`config.mk`:
```
export PLATFORM = sky130hd
export DESIGN_NAME = io_write_router
export DESIGN_NICKNAME = d
export VERILOG_FILES = /design/src/rtl/io_map_pkg.sv /design/src/rtl/addr_decode.sv /design/src/rtl/io_write_router.sv
export SDC_FILE = /design/constraint.sdc
export NUM_CORES = 1
export LEC_CHECK = 0
export BUFFER_PORTS_ARGS = -buffer_cell sky130_fd_sc_hd__clkbuf_2
export CAP_MARGIN = 15
export CELL_PAD_IN_SITES_DETAIL_PLACEMENT = 1
export CELL_PAD_IN_SITES_GLOBAL_PLACEMENT = 2
export CORE_ASPECT_RATIO = 1.25
export CORE_MARGIN = 1
export CORE_UTILIZATION = 27
export CTS_CLUSTER_DIAMETER = 30
export DETAILED_ROUTE_END_ITERATION = 10
export GPL_ROUTABILITY_DRIVEN = 0
export HOLD_SLACK_MARGIN = 0.1
export PLACE_DENSITY = 0.89
export REMOVE_ABC_BUFFERS = 1
export SYNTH_ARGS = -nofsm -noshare
export SYNTH_HDL_FRONTEND = slang
export SYNTH_SLANG_ARGS = --single-unit
```
`constraint.sdc`:
```
create_clock -name clk -period 2.11 [get_ports clk]
set_input_delay 0.211 -clock clk [delete_from_list [all_inputs] [get_ports clk]]
set_output_delay 0.211 -clock clk [all_outputs]
set_load 0.05 [all_outputs]
```
`src/rtl/io_map_pkg.sv`:
```
// rtl/io_map_pkg.sv - shared write-side memory map constants and router state encoding
package io_map_pkg;

    // Number of write targets; fixed by the decode map below.
    localparam int N_TGT = 4;

    // Bit positions of each target in the one-hot select.
    localparam int TGT_RAM  = 0;
    localparam int TGT_SEG  = 1;
    localparam int TGT_GPIO = 2;
    localparam int TGT_CNT  = 3;

    // Decode nibbles matched against addr[31:28].
    localparam logic [3:0] NIB_RAM = 4'h0;
    localparam logic [3:0] NIB_SEG = 4'hE;
    localparam logic [3:0] NIB_IO  = 4'hF;  // GPIO or counter, split on addr[2]

    typedef enum logic {
        IDLE = 1'b0,
        SEND = 1'b1
    } state_t;

endpackage

```
`src/rtl/addr_decode.sv`:
```
// rtl/addr_decode.sv - combinational store-address decoder shared by read and write paths
// Ports:
//   req_addr  in  32     byte address to decode
//   sel       out N_TGT  one-hot target select, all zero when unmapped
//   mapped    out 1      address hits one of the targets
module addr_decode
    import io_map_pkg::*;
(
    input  logic [31:0]      req_addr,
    output logic [N_TGT-1:0] sel,
    output logic             mapped
);

    always_comb begin
        sel = '0;
        case (req_addr[31:28])
            NIB_RAM: sel[TGT_RAM] = 1'b1;
            NIB_SEG: sel[TGT_SEG] = 1'b1;
            NIB_IO: begin
                // The I/O page holds two word-sized registers; addr[2] picks between them.
                if (req_addr[2]) begin
                    sel[TGT_CNT] = 1'b1;
                end else begin
                    sel[TGT_GPIO] = 1'b1;
                end
            end
            default: sel = '0;
        endcase
    end

    assign mapped = |sel;

    // Only the page nibble and the register-select bit take part in decoding.
    logic unused_addr_bits;
    assign unused_addr_bits = ^{req_addr[27:3], req_addr[1:0]};

endmodule

```
`src/rtl/io_write_router.sv`:
```
// rtl/io_write_router.sv - routes single-beat core stores to RAM, seven-seg, GPIO or counter
// Ports:
//   clk, rst             clock, synchronous active-high reset
//   req_valid/ready      store request handshake from the core
//   req_addr, req_data   store address and data
//   tgt_valid            one-hot store strobe toward the selected target
//   tgt_addr, tgt_data   captured store, held while tgt_valid is up
//   tgt_ready            per-target accept
//   done                 one-cycle pulse after a target handshake
//   err, err_addr        sticky unmapped/timeout flag and the offending address
//   err_clr              clears err (a simultaneous new error wins)
module io_write_router
    import io_map_pkg::*;
#(
    parameter int TIMEOUT = 15
) (
    input  logic             clk,
    input  logic             rst,
    input  logic             req_valid,
    input  logic [31:0]      req_addr,
    input  logic [31:0]      req_data,
    output logic             req_ready,
    output logic [N_TGT-1:0] tgt_valid,
    output logic [31:0]      tgt_addr,
    output logic [31:0]      tgt_data,
    input  logic [N_TGT-1:0] tgt_ready,
    output logic             done,
    output logic             err,
    output logic [31:0]      err_addr,
    input  logic             err_clr
);

    // Count value seen in the final SEND cycle; SEND lasts exactly TIMEOUT cycles.
    localparam logic [7:0] CNT_LAST = 8'(TIMEOUT - 1);

    state_t           state_q, state_d;
    logic [31:0]      addr_q, addr_d;
    logic [31:0]      data_q, data_d;
    logic [N_TGT-1:0] sel_q, sel_d;
    logic [7:0]       cnt_q, cnt_d;
    logic             done_q, done_d;
    logic             err_q, err_d;
    logic [31:0]      err_addr_q, err_addr_d;

    logic [N_TGT-1:0] dec_sel;
    logic             dec_mapped;
    logic             err_set;
    logic [31:0]      err_set_addr;

    addr_decode u_addr_decode (
        .req_addr (req_addr),
        .sel      (dec_sel),
        .mapped   (dec_mapped)
    );

    always_comb begin
        state_d      = state_q;
        addr_d       = addr_q;
        data_d       = data_q;
        sel_d        = sel_q;
        cnt_d        = cnt_q;
        done_d       = 1'b0;
        err_d        = err_q;
        err_addr_d   = err_addr_q;
        err_set      = 1'b0;
        err_set_addr = req_addr;

        case (state_q)
            IDLE: begin
                if (req_valid) begin
                    addr_d = req_addr;
                    data_d = req_data;
                    sel_d  = dec_sel;
                    if (dec_mapped) begin
                        state_d = SEND;
                        cnt_d   = 8'd0;
                    end else begin
                        // Unmapped stores are dropped in place so the core is never stalled.
                        err_set      = 1'b1;
                        err_set_addr = req_addr;
                    end
                end
            end
            SEND: begin
                // A handshake in the final cycle still completes the store.
                if (|(tgt_ready & sel_q)) begin
                    state_d = IDLE;
                    done_d  = 1'b1;
                end else if (cnt_q == CNT_LAST) begin
                    state_d      = IDLE;
                    err_set      = 1'b1;
                    err_set_addr = addr_q;
                end else if (cnt_q != 8'hFF) begin
                    cnt_d = cnt_q + 8'd1;
                end
            end
            default: state_d = IDLE;
        endcase

        // Setting beats clearing so an error arriving with err_clr is never lost.
        if (err_set) begin
            err_d      = 1'b1;
            err_addr_d = err_set_addr;
        end else if (err_clr) begin
            err_d = 1'b0;
        end
    end

    always_ff @(posedge clk) begin
        if (rst) begin
            state_q    <= IDLE;
            addr_q     <= '0;
            data_q     <= '0;
            sel_q      <= '0;
            cnt_q      <= '0;
            done_q     <= 1'b0;
            err_q      <= 1'b0;
            err_addr_q <= '0;
        end else begin
            state_q    <= state_d;
            addr_q     <= addr_d;
            data_q     <= data_d;
            sel_q      <= sel_d;
            cnt_q      <= cnt_d;
            done_q     <= done_d;
            err_q      <= err_d;
            err_addr_q <= err_addr_d;
        end
    end

    assign req_ready = (state_q == IDLE);
    assign tgt_valid = (state_q == SEND) ? sel_q : '0;
    assign tgt_addr  = addr_q;
    assign tgt_data  = data_q;
    assign done      = done_q;
    assign err       = err_q;
    assign err_addr  = err_addr_q;

endmodule

```
==> flow_metrics.py <==
metrics = {
    "placement": {
        "dp_slack_ns": 0.314,
        "hpwlAfterDp_um": 10400,
        "dpl.cell_count": 893,
        "numPortBuffers": 174,
    },
    "yosys": {
        "synth_compound_area_frac": 0.167,
        "synthSimpleGateAreaFrac": 0.214,
        "syn_inst": 533,
        "synth_enable_flop_cells": 0,
        "ys_seq_area_frac": 0.492,
        "yosys.area.top_type": "dfxtp_1",
        "synthXorXnorAreaFrac": 0,
        "yosys_warnings": 0,
        "synth-async-reset-ratio": 0,
        "synth_top_family_by_area": "simple AND/OR/NAND/NOR gates",
        "synth_cell_types": 38,
        "yosys-top-cells-count": "136 x nand2_1, 111 x dfxtp_1, 71 x a21oi_1, 34 x a211oi_1",
        "synthAdderAreaFrac": 0.00554,
        "synth.avg_cell_area_sq_um": 8.47,
        "synth_area_leaders": "dfxtp_1 49%, nand2_1 11%, a21oi_1 7.9%",
        "syn_area_sq_um": 4510,
        "synthFlopType": "dfxtp_1",
        "synthMuxAreaShare": 0.0732,
        "yosysMostFrequentCell": "nand2_1",
        "ys_seq_elements": 111,
        "synth_top_area_frac": 0.492,
    },
    "sta": {
        "min_period_ns": 1.90,
        "hold_violations": 0,
        "maxSlewViolCount": 0,
        "worst_pin_slew_ns": 0.650,
        "setup-violations-final": 0,
        "period_share": 0.901,
        "max_freq_mhz": 526,
        "layout_setup_ws_ns": 0.210,
        "finClkSkew_ns": 0.00671,
        "fin_hold_ws_ns": 0.113,
        "rsz0062_at_grt": "false",
        "slew_headroom": 0.567,
    },
    "finish": {
        "areaGrowthSynthToFinish_pct": 41.1,
        "post-route-util": 0.392,
        "fillCellCount": 1973,
        "diodes": 0,
        "fin_nets": 806,
        "final_cells": 953,
        "drive_above_1_share": 0.288,
    },
    "pwr": {
        "p_per_area_nw_per_um2": 814,
        "vdd_drop_max_uv": 347,
        "p_leak_nw": 2.69,
        "total_power_mw": 5.18,
    },
    "floorplanning": {
        "start_util": 0.277,
        "die_area_sq_um": 17200,
        "die_h_um": 147,
        "fp.dieW_um": 118,
        "std_cell_rows": 52,
        "ioPinCount": 175,
        "coreArea_sq_um": 16300,
    },
    "cts": {
        "htreeDepth": 3,
        "clk_pin_slew_worst_paths_ns": 0.08,
        "cts_buffers": 9,
        "cts_num_sinks": 111,
        "cts_setup_buffers": 0,
        "clk_path_buf_depth": 2,
        "tritoncts": "yes",
        "cts_root_buffer": "clkbuf_16",
        "clkLatencyLatePin_ns": 0.35,
    },
    "routing": {
        "drtIter0Drc": 136,
        "vias": 4666,
        "via_per_inst": 4.90,
        "first_pass_iters": 4,
        "wl_per_cell_um": 16.7,
        "postRouteAntennaNets": 0,
        "route.detailed.drc": 0,
        "drt_wl_total_um": 15900,
    },
    "worst_setup_path": {
        "critPathTopFamily": "flip-flops",
        "cp_slowest_cell": "dfxtp_1",
        "cpPeakStageDelay_ns": 0.62,
        "arrival_ns": 2.18,
        "cp_data_required_time_ns": 2.39,
        "critical_path_class": "flip-flop to flip-flop",
        "cp_max_fo": 57,
        "crit_chain": "nand2b_2 -> buf_4 -> nand2_1 -> a21oi_1",
        "crit_buf_inv": 1,
        "worstSetupStartpointType": "flip-flop",
        "end_kind": "flip-flop",
    },
    "grt": {
        "use_met2": 0.353,
        "grt_overflow": 0,
        "grt_most_used_layer": "met2",
        "grt_use_total": 0.185,
        "grt_first_pass_wirelength_um": 25600,
        "met1_usage": 0.198,
        "grt_max_degree": 58,
        "grt_pass1_vias": 4995,
        "use_met3": 0.0496,
        "antenna_found_initial": 0,
    },
    "run": {
        "maxCapViolations": 0,
    },
    "outcome": {
        "status": "finished, final reports clean",
    },
    "worst_hold_path": {
        "hp-class": "input port to flip-flop",
    },
}
power breakdown:
group | total, mW | internal (mW) | switching, mW | leakage (nW)
registers | 2.30 | 2.21 | 0.0825 | 0.912
logic | 1.06 | 0.315 | 0.748 | 1.64
clock network | 1.82 | 0.996 | 0.827 | 0.146
cell usage in the layout, fill, tap and decap left out, types with 3 or more instances in the layout:
cell type / count
clkinvlp_4: 3
nor2_1: 6
mux2i_1: 33
clkbuf_16: 9
nand2b_1: 3
nand2_1: 136
nand3_1: 5
nand4_1: 8
dlygate4sd3_1: 44
o311ai_0: 5
clkbuf_2: 173
dfxtp_1: 111
inv_1: 5
buf_4: 14
nor4_1: 3
a21oi_1: 71
or4_1: 3
a211oi_1: 34
nor3_1: 33
and2_1: 4
and3_1: 3
worst min-delay path: cells and delay by family:
| kind | cells | cell delay [ns] |
|---|---|---|
| and+or+nand+nor | 1 | 0.05 |
| AOI/OAI and AO/OA | 1 | 0.05 |
| buffers and inverters | 1 | 0.10 |
repair_timing:
action / in CTS / in global routing
endpoints found under the hold margin: 44 / 0
resized for setup: 0 / 0
hold buffers: 44 / 0
state kept, by name, indices dropped and copies added, names as in the netlist:
| name | flops |
|---|---|
| cnt_q | 8 |
| done | 1 |
| err | 1 |
| err_addr | 32 |
| sel_q | 4 |
| state_q | 1 |
| tgt_addr | 32 |
| tgt_data | 32 |
metal layers:
| metal | vias up | part of all wire |
|---|---|---|
| li1 | 2263 | - |
| met1 | 2246 | 0.40 |
| met2 | 140 | 0.53 |
| met3 | 17 | 0.057 |
| met4 | 0 | 0.014 |
| met5 | - | 0 |
worst paths after layout:
check | endpoint | slack (ns) | from | cells after the start
setup / recovery | tgt_data[4]$_SDFFE_PP0P_ | 0.21 | state_q$_SDFF_PP0_ | 4
hold / removal | tgt_addr[26]$_SDFFE_PP0P_ | 0.11 | req_addr[26] | 3
hold reg to reg | tgt_data[11]$_SDFFE_PP0P_ | 0.46 | tgt_data[11]$_SDFFE_PP0P_ | 2
setup reg to reg | tgt_data[4]$_SDFFE_PP0P_ | 0.21 | state_q$_SDFF_PP0_ | 4
logic make-up (layout without fill, tap and decap cells):
group           after synthesis  after routing
simple gates                215            215
compound gates              122            122
flops                       111            111
buf+inv                      50            254
mux                          33             33
fa+ha+maj                     2              2
layout make-up:
cell class	instances	area (sq um)	area share
timing repair buffer	233	1450	0.228
inverter	5	18.8	0.00295
sequential	111	2220	0.349
tap	216	270	0.0424
multi-input combinational	372	2090	0.328
clock inverter	5	63.8	0.0100
clock buffer	11	253	0.0397
per-stage QoR:
stage                     TNS (ns)  cell area [sq um]
after detailed placement         0               5610
after global routing             0               6370
after global placement           0               5610
after CTS                        0               6370
final                            0               6370
after floorplan            -106.22               4320
No activity file was read; power rests on OpenSTA's default activity.
